`config.mk`:
```
export PLATFORM = sky130hd
export DESIGN_NAME = pwr_seq_sched
export DESIGN_NICKNAME = d
export VERILOG_FILES = /design/src/rtl/pwr_seq_pkg.sv /design/src/rtl/pwr_seq_prio_pick.sv /design/src/rtl/pwr_seq_sched.sv
export SDC_FILE = /design/constraint.sdc
export NUM_CORES = 1
export LEC_CHECK = 0
export CORE_MARGIN = 2
export CORE_UTILIZATION = 54
export CTS_BUF_LIST = sky130_fd_sc_hd__clkbuf_8
export CTS_CLUSTER_DIAMETER = 100
export DETAILED_ROUTE_END_ITERATION = 10
export HOLD_SLACK_MARGIN = 0.03
export PLACE_DENSITY = 0.87
export RECOVER_POWER = 50
export SLEW_MARGIN = 0
export SYNTH_ARGS = -nofsm -noshare
export SYNTH_HDL_FRONTEND = slang
export SYNTH_SLANG_ARGS = --single-unit
```
`constraint.sdc`:
```
create_clock -name i_aon_clk -period 6.5 [get_ports i_aon_clk]
set_clock_uncertainty 0.15 [all_clocks]
set_input_delay 0.975 -clock i_aon_clk [delete_from_list [all_inputs] [get_ports i_aon_clk]]
set_output_delay 0.975 -clock i_aon_clk [all_outputs]
set_load 0.01 [all_outputs]
```
`src/rtl/pwr_seq_pkg.sv`:
```
// Shared types and constants for the power-sequencing scheduler.
package pwr_seq_pkg;

    localparam int unsigned CW_DEFAULT = 8;

    // Priority direction: on-requests pick lowest index, off-requests highest.
    localparam bit GNT_ON  = 1'b0;
    localparam bit GNT_OFF = 1'b1;

    typedef enum logic [1:0] {
        IDLE   = 2'd0,
        SETTLE = 2'd1,
        GRANT  = 2'd2,
        GAP    = 2'd3
    } seq_state_e;

endpackage

```
`src/rtl/pwr_seq_prio_pick.sv`:
```
// One-hot priority pick: lowest index for GNT_ON, highest index for GNT_OFF.
module pwr_seq_prio_pick
    import pwr_seq_pkg::*;
#(
    parameter int unsigned N   = 2,
    parameter bit          DIR = GNT_ON
) (
    input  logic [N-1:0] req,
    output logic [N-1:0] pick,
    output logic         valid
);

    logic        found;
    int unsigned idx;

    always_comb begin
        pick  = '0;
        found = 1'b0;
        idx   = 0;
        for (int unsigned i = 0; i < N; i++) begin
            idx = (DIR == GNT_ON) ? i : (N - 1 - i);
            if (req[idx] && !found) begin
                pick[idx] = 1'b1;
                found     = 1'b1;
            end
        end
    end

    assign valid = |req;

endmodule

```
`src/rtl/pwr_seq_sched.sv`:
```
// Power-sequencing scheduler: serialises domain on/off sequences, enforces
// domain ordering and owns the DCDC enable with its settle delay.
module pwr_seq_sched
    import pwr_seq_pkg::*;
#(
    parameter int unsigned N      = 2,
    parameter int unsigned CW     = CW_DEFAULT,
    parameter int unsigned RST_ON = 1
) (
    input  logic          i_aon_clk,
    input  logic          i_soc_pwr_on_rst,
    input  logic [N-1:0]  i_on_req,
    input  logic [N-1:0]  i_off_req,
    input  logic [N-1:0]  i_seq_done,
    input  logic [CW-1:0] i_settle_cycles,
    input  logic [CW-1:0] i_gap_cycles,
    output logic [N-1:0]  o_on_gnt,
    output logic [N-1:0]  o_off_gnt,
    output logic [N-1:0]  o_pwr_status,
    output logic          o_dcdc_enable,
    output logic          o_busy,
    output logic          o_err
);

    localparam logic [N-1:0] STATUS_RST = (RST_ON != 0) ? '1 : '0;
    localparam logic         DCDC_RST   = (RST_ON != 0);

    seq_state_e    state_q, state_d;
    logic [N-1:0]  on_gnt_q, on_gnt_d;
    logic [N-1:0]  off_gnt_q, off_gnt_d;
    logic [N-1:0]  status_q, status_d;
    logic          dcdc_q, dcdc_d;
    logic          err_q, err_d;
    logic          busy_q;
    logic [CW-1:0] cnt_q, cnt_d;

    logic [N-1:0]  on_elig, off_elig;
    logic [N-1:0]  on_pick, off_pick;
    logic          on_valid, off_valid;
    logic          prev_on, higher_on;
    logic          done_hit;
    logic [N-1:0]  gnt_vec;

    // Eligibility: on follows the domain below, off waits for all domains above.
    always_comb begin
        on_elig   = '0;
        off_elig  = '0;
        prev_on   = 1'b1;
        higher_on = 1'b0;
        for (int unsigned k = 0; k < N; k++) begin
            on_elig[k] = i_on_req[k] & ~status_q[k] & prev_on;
            prev_on    = status_q[k];
        end
        for (int k = int'(N) - 1; k >= 0; k--) begin
            off_elig[k] = i_off_req[k] & status_q[k] & ~higher_on;
            higher_on   = higher_on | status_q[k];
        end
    end

    pwr_seq_prio_pick #(.N(N), .DIR(GNT_ON)) u_on_pick (
        .req   (on_elig),
        .pick  (on_pick),
        .valid (on_valid)
    );

    pwr_seq_prio_pick #(.N(N), .DIR(GNT_OFF)) u_off_pick (
        .req   (off_elig),
        .pick  (off_pick),
        .valid (off_valid)
    );

    assign gnt_vec  = on_gnt_q | off_gnt_q;
    assign done_hit = |(i_seq_done & gnt_vec);

    // State register
    always_ff @(posedge i_aon_clk) begin
        if (i_soc_pwr_on_rst) begin
            state_q <= IDLE;
        end else begin
            state_q <= state_d;
        end
    end

    // Next-state logic
    always_comb begin
        state_d = state_q;
        case (state_q)
            IDLE: begin
                if (on_valid) begin
                    if (!dcdc_q && (i_settle_cycles != '0)) state_d = SETTLE;
                    else                                     state_d = GRANT;
                end else if (off_valid) begin
                    state_d = GRANT;
                end
            end
            SETTLE: begin
                if (!on_valid)                state_d = IDLE;
                else if (cnt_q <= CW'(1))     state_d = GRANT;
            end
            GRANT: begin
                if (done_hit) state_d = (i_gap_cycles == '0) ? IDLE : GAP;
            end
            GAP: begin
                if (cnt_q <= CW'(1)) state_d = IDLE;
            end
            default: state_d = IDLE;
        endcase
    end

    // Output / datapath next values; registered below
    always_comb begin
        on_gnt_d  = on_gnt_q;
        off_gnt_d = off_gnt_q;
        status_d  = status_q;
        dcdc_d    = dcdc_q;
        cnt_d     = cnt_q;
        err_d     = |i_seq_done;
        case (state_q)
            IDLE: begin
                if (on_valid) begin
                    if (!dcdc_q) begin
                        dcdc_d = 1'b1;
                        cnt_d  = i_settle_cycles;
                        if (i_settle_cycles == '0) on_gnt_d = on_pick;
                    end else begin
                        on_gnt_d = on_pick;
                    end
                end else if (off_valid) begin
                    off_gnt_d = off_pick;
                end else if ((status_q == '0) && dcdc_q) begin
                    dcdc_d = 1'b0;
                end
            end
            SETTLE: begin
                if (on_valid) begin
                    if (cnt_q <= CW'(1)) on_gnt_d = on_pick;
                    else                 cnt_d    = cnt_q - CW'(1);
                end
            end
            GRANT: begin
                err_d = |(i_seq_done & ~gnt_vec);
                if (done_hit) begin
                    on_gnt_d  = '0;
                    off_gnt_d = '0;
                    status_d  = (status_q | on_gnt_q) & ~off_gnt_q;
                    cnt_d     = i_gap_cycles;
                end
            end
            GAP: begin
                if (cnt_q != '0) cnt_d = cnt_q - CW'(1);
            end
            default: ;
        endcase
    end

    // Registered outputs and counter
    always_ff @(posedge i_aon_clk) begin
        if (i_soc_pwr_on_rst) begin
            on_gnt_q  <= '0;
            off_gnt_q <= '0;
            status_q  <= STATUS_RST;
            dcdc_q    <= DCDC_RST;
            err_q     <= 1'b0;
            busy_q    <= 1'b0;
            cnt_q     <= '0;
        end else begin
            on_gnt_q  <= on_gnt_d;
            off_gnt_q <= off_gnt_d;
            status_q  <= status_d;
            dcdc_q    <= dcdc_d;
            err_q     <= err_d;
            busy_q    <= (state_d != IDLE);
            cnt_q     <= cnt_d;
        end
    end

    assign o_on_gnt      = on_gnt_q;
    assign o_off_gnt     = off_gnt_q;
    assign o_pwr_status  = status_q;
    assign o_dcdc_enable = dcdc_q;
    assign o_busy        = busy_q;
    assign o_err         = err_q;

endmodule

```
======== After elaboration in Yosys (flattened, before gate mapping) ========
Index checks and enable logic that the tools add are counted.
word-level totals
  bits in latches ......................... 0
  memories ................................ 0
  output and inout port bits .............. 9
  memory bits (writable) .................. 0
  bits of input ports ..................... 24
  bits in read-only memories .............. 0
  register bits ........................... 19
  word-level logic and storage cells ...... 100
cells by class
  equality and inequality tests ........... 14
  $mul .................................... 0
  div/mod/pow operators ................... 0
  reduce and logical (&&, ||, !) cells .... 27
  $lt $le $gt $ge ......................... 1
  bitwise gates (word level) .............. 15
  mux-type cells .......................... 34
  add/sub/neg operators ................... 1
  shift-type cells ........................ 0
operator list
  kind                                                            count
  2-to-1 mux 8 bit                                                6
  2-to-1 mux 2 bit                                                16
  case mux 8 bit (4 select lines)                                 1
  != test 2 bit, second input constant                            10
  zero test 8 bit                                                 2
  nonzero test 8 bit                                              2
  AND reduction 6 bit                                             2
  OR reduction 2 bit                                              5
  less-or-equal comparator 8 x 1 -> 1 bit, second input constant  1
  2-to-1 mux 1 bit                                                8
  case mux 2 bit (4 select lines)                                 1
  subtractor 8 x 1 -> 8 bit, second input constant                1
  AND 1 bit                                                       6
  AND 2 bit                                                       3
  case mux 2 bit (3 select lines)                                 1
  nonzero test 2 bit                                              3
  == test 2 bit, second input constant                            2
  logical AND 1 bit                                               4
  zero test 2 bit                                                 2
  NOT 2 bit                                                       2
  OR 2 bit                                                        2
  case mux 2 bit (2 select lines)                                 1
  AND reduction 4 bit                                             1
  zero test 1 bit                                                 3
  other kinds (6)                                                 7

======== Logic depth before layout (Yosys ltp) ========
  depth after elaboration ................. 10
  gate-level depth with buffers ........... 8
  depth with buffers taken out ............ 7

======== Cells and area by module ========
Synthesis repeated with hierarchy kept, for this count alone.
unflattened totals
  cells, all modules ...................... 171
  area, all modules ....................... 1,317.5 um2
by module, submodules not included
  module                           area each (um2)  cells an instance  seq. area each (um2)  instances
  pwr_seq_sched                    1,275.0          165                380.4                 1
  pwr_seq_prio_pick at u_off_pick  22.5             3                  0.0                   1
  pwr_seq_prio_pick at u_on_pick   20.0             3                  0.0                   1

======== Least setup slack after synthesis ========
OpenSTA, ideal clock, no wires.
  kind .................................... input port to flip-flop
  from .................................... input port i_settle_cycles[7]
  to ...................................... register on_gnt_q[0] (netlist: o_on_gnt[0])
  library setup time ...................... 132 ps
  data arrival time ....................... 2,162 ps
  path buffers ............................ 0
  required time ........................... 6,218 ps
  stages on the path ...................... 5
  path slack .............................. 4,055 ps
  path through ............................ or4_1 -> o211ai_1 -> nor4b_2 -> or3b_1 -> a21oi_1
on the way
  word-level cells in the longest chain between the ends .. 3
RTL lines
  item                                  RTL line              RTL
  from (decl)                           pwr_seq_sched.sv:15   input logic [CW-1:0] i_settle_cycles,
  zero test 8 bit                       pwr_seq_sched.sv:124  if (i_settle_cycles == '0) on_gnt_d = on_pick;
  != test 3 bit (no source line)        -
  AND reduction 6 bit (no source line)  -
  to (signal assigned)                  pwr_seq_sched.sv:167  on_gnt_q <= on_gnt_d;
  to (decl)                             pwr_seq_sched.sv:29   logic [N-1:0] on_gnt_q, on_gnt_d;
No other way between the ends.
A chain may end at the register's enable or synchronous reset.

======== Worst setup path after layout ========
  from .................................... input port i_on_req[0]
  to ...................................... register cnt_q[6]
on the way
  word-level cells in the longest chain between the ends .. 4
  elaborated cells on any way between the ends .. 5
  classes of those cells .................. 2 x eq/ne; 1 x bitwise; 2 x reduce/logical
RTL lines
  item                                      RTL line                 RTL
  from (decl)                               pwr_seq_sched.sv:12      input logic [N-1:0] i_on_req,
  AND 1 bit (*)                             pwr_seq_sched.sv:51      on_elig[k] = i_on_req[k] & ~status_q[k] & prev_on;
  OR reduction 2 bit (*)                    pwr_seq_prio_pick.sv:29  assign valid = |req;
  != test 2 bit (no source line)            -
  AND reduction 6 bit (no source line) (*)  -
  to (signal assigned)                      pwr_seq_sched.sv:173     cnt_q <= cnt_d;
  to (decl)                                 pwr_seq_sched.sv:35      logic [CW-1:0] cnt_q, cnt_d;
Mark *: on every way between the ends. The rest lies on a longest branch, timed or not.

==> metrics.md <==
| Metric | Value |
|---|---|
| Commonest non-fill, non-tap cell in the layout | `clkdlybuf4s50_1` |
| Wire length per cell | `approximately 16 microns` |
| Skew-Pair Late Insertion Delay | `0.26 ns` |
| DR iter-0 viols | `48` |
| Antenna violations before repair | `0` |
| Ys Warns | `0` |
| Initial Util | `between 50% and 60%` |
| Worst Reg2Reg Path Length in Cells | `5` |
| CTS buffer count | `3` |
| Overall power | `between 0.3 and 0.4 mW` |
| Achievable Freq | `~0.36 GHz` |
| Antenna cells | `0` |
| CP Cell Sequence | `clkdlybuf4s50_1 -> nor2b_1 -> or3_1 -> nand2_1 -> or4_1 -> o21ai_1` |
| Fin nets | `between 200 and 250` |
| #FFs+latches synth | `19` |
| Rows | `17` |
| Min cycle time layout | `around 2.8 ns` |
| Crit share post-route | `a little over two fifths` |
| Vias post-DR | `1,452` |
| Slowest-stage cell, CP | `or4_1` |
| Non-filler cells, final | `about 230` |
| Vias/cell | `about 6.4` |
| CTS tree | `built` |
| Hold slack final | `around 0.34 ns` |
| Die ar. | `2856 sq um` |
| Global Route Usage Sum | `28.65%` |
| CP Launch Type | `input pin` |
| Final Hold Vio Count | `0` |
| Worst-path fanout max | `8` |
| Drt pass-1 iters | `4` |
| Sequential share of the synthesized area | `~29%` |
| Slew HR | `44.76%` |
| Netlist Area Pre-Place | `about 1300 sq um` |
| Clock sinks | `19` |
| Clock buffer depth | `2` |
| Global-route wire length before repair | `5975 microns` |
| # IOs | `33` |
| Register-to-Register Setup Slack | `3.98 ns` |
| Critical Path Max Stage Delay | `slightly above 0.5 ns` |
| RePlAce Congestion | `around 0.9` |
| Area growth from synthesis to layout | `27.77%` |
| Outcome | `complete, no violations` |
| Worst setup EP type | `register` |
| TNS Setup | `0 ns` |
| Max cap viols | `0` |
| Worst min-delay path class | `reg2reg` |
| Static Leak | `0.6048 nW` |
| Utilization after layout | `approximately 75%` |
| Required @ worst endpoint | `between 6 and 7 ns` |
| Pwr Density | `roughly 230 nW/um^2` |
| Die Y | `approximately 53 microns` |
| Worst Path Arrival | `around 2.9 ns` |
| DP HPWL | `~2600 microns` |
| Share of cells above drive strength 1 | `around 5%` |
| Placed cells | `around 220` |
| Post-CTS Hold Fix Bufs | `0` |
| FF/Latch Area | `380.4 sq um` |
| Antenna-violating nets left | `0` |
| RSZ-0062 raised after global routing | `no` |
| Post-synth cell types | `47` |
| Die Wd | `around 53 microns` |
| Syn Inst Count | `170` |
| Vias in the first global route | `~1,400` |
| Post-CTS Setup Bufs | `0` |
| Ys async rst share | `0%` |
| Worst setup path end | `cnt_q[6]$_SDFFE_PP0P_` |
| H-tree depth | `1` |
| CORE AREA | `about 2300 sq um` |
| Max VDD drop | `163.5 uV` |
| Final worst-path setup slack | `roughly 3.7 ns` |
| PortBufs | `32` |
| Design area | `1687 sq um` |
| Largest net degree at the start of global routing | `24` |
| CP startpoint | `i_on_req[0]` |
| Mean Syn Cell Area | `7.765 sq um` |
| Net Count, Synth | `197` |
| Setup WS pre-CTS | `between 3 and 4 ns` |
| Worst Tran Pin Value | `0.8274 ns` |
| Max-slew violation count | `0` |
| Area of the multi-input gates | `890.9 sq um` |
| Most frequent cells in the layout | `20 x clkdlybuf4s50_1, 19 x a21oi_1, 19 x dfxtp_1` |
| Main flop type after synthesis | `dfxtp_1` |
| Number of synthesized flops with an enable pin | `0` |
| Post-CTS sizing | `0` |
| Clock slew at the register clock pins of the worst setup and hold paths | `~0.080 ns` |
| Total congestion overflow | `0` |
| Worst r2r dst | `o_on_gnt[0]$_SDFFE_PP0P_` |
| Worst r2r src | `state_q[0]$_SDFF_PP0_` |
| Critical path class | `in2reg` |
| Endpoints failing setup | `0` |
| Routed wire length | `between 3000 and 4000 microns` |
| Area after DPL | `about 1600 sq um` |
| Filler Cell Count | `between 150 and 200` |
| Root buffer cell | `clkbuf_8` |
| DRC viols | `0` |
[how the worst min path moves through the flow]
stage / startpoint / to / slack, ns / cells after the start
finish: cnt_q[7]$_SDFFE_PP0P_ / cnt_q[7]$_SDFFE_PP0P_ / 0.34 / 2
global route: cnt_q[7]$_SDFFE_PP0P_ / cnt_q[7]$_SDFFE_PP0P_ / 0.36 / 2
CTS: cnt_q[7]$_SDFFE_PP0P_ / cnt_q[7]$_SDFFE_PP0P_ / 0.34 / 2
detailed placement: cnt_q[7]$_SDFFE_PP0P_ / cnt_q[7]$_SDFFE_PP0P_ / 0.33 / 2
global placement: cnt_q[7]$_SDFFE_PP0P_ / cnt_q[7]$_SDFFE_PP0P_ / 0.33 / 2
floorplan: cnt_q[7]$_SDFFE_PP0P_ / cnt_q[7]$_SDFFE_PP0P_ / 0.30 / 2
[logic make-up (layout without fill, tap and decap cells)]
logic type               count (synthesis)  in the layout  share of synthesized area, %
buffers and inverters                   12             40                         3.695
adder cells (fa/ha/maj)                  3              3                         2.844
multiplexers                             7              7                         5.498
AO/OA/AOI/OAI                           58             58                         29.20
flip-flops                              19             19                         28.81
AND/OR/NAND/NOR                         71             71                         29.95
[cells in the mapped netlist (3+ instances only)]
cell,count,area (sq um)
nand2_1,14,52.55
ha_1,3,37.54
or2_1,5,31.28
o211ai_1,4,30.03
dfxtp_1,19,380.4
mux2i_1,5,50.05
a21oi_1,19,95.09
o21ai_0,4,20.02
o31ai_1,7,52.55
and3_1,3,18.77
nor4_1,4,25.02
inv_1,4,15.01
or4_1,4,30.03
nand3_1,8,40.04
nor2_1,15,56.30
clkbuf_1,4,15.01
o21ai_1,4,20.02
nor2b_1,4,25.02
buf_2,3,15.01
a31oi_1,3,18.77
[power by group]
group          total, mW  leakage [nW]  switching, mW  internal (mW)
clock             0.0843        0.0269         0.0421         0.0421
combinational      0.148         0.423         0.0840         0.0643
sequential         0.154         0.155         0.0260          0.128
total              0.387         0.605          0.152          0.235
[per-layer routing]
layer / wire length, microns / vias to the layer above / GRT usage (%)
li1: - / 700 / -
met1: 1496 / 669 / 36.13
met2: 1735 / 78 / 48.15
met3: 291 / 5 / 4.237
met4: 42 / 0 / 11.54
met5: 0 / - / 0
[state kept, by name (all words and copies together) (netlist names)]
name,count
o_off_gnt,2
o_dcdc_enable,1
cnt_q,8
state_q,2
o_err,1
o_busy,1
o_on_gnt,2
o_pwr_status,2
[cell type report]
cell class                 instances  share of cell area (%)
multi-input combinational        139                   52.82
sequential                        19                   22.55
timing repair buffer              32                   18.99
clock buffer                       3                   2.448
tap                               28                   2.077
inverter                           4                  0.8902
clock inverter                     1                  0.2226
[critical path, delay by kind of cell]
family,cells,cell delay [ns]
buf+inv,1,0.47
simple gates,4,1.33
compound gates,1,0.08
Power figures use the tool's default switching activity.
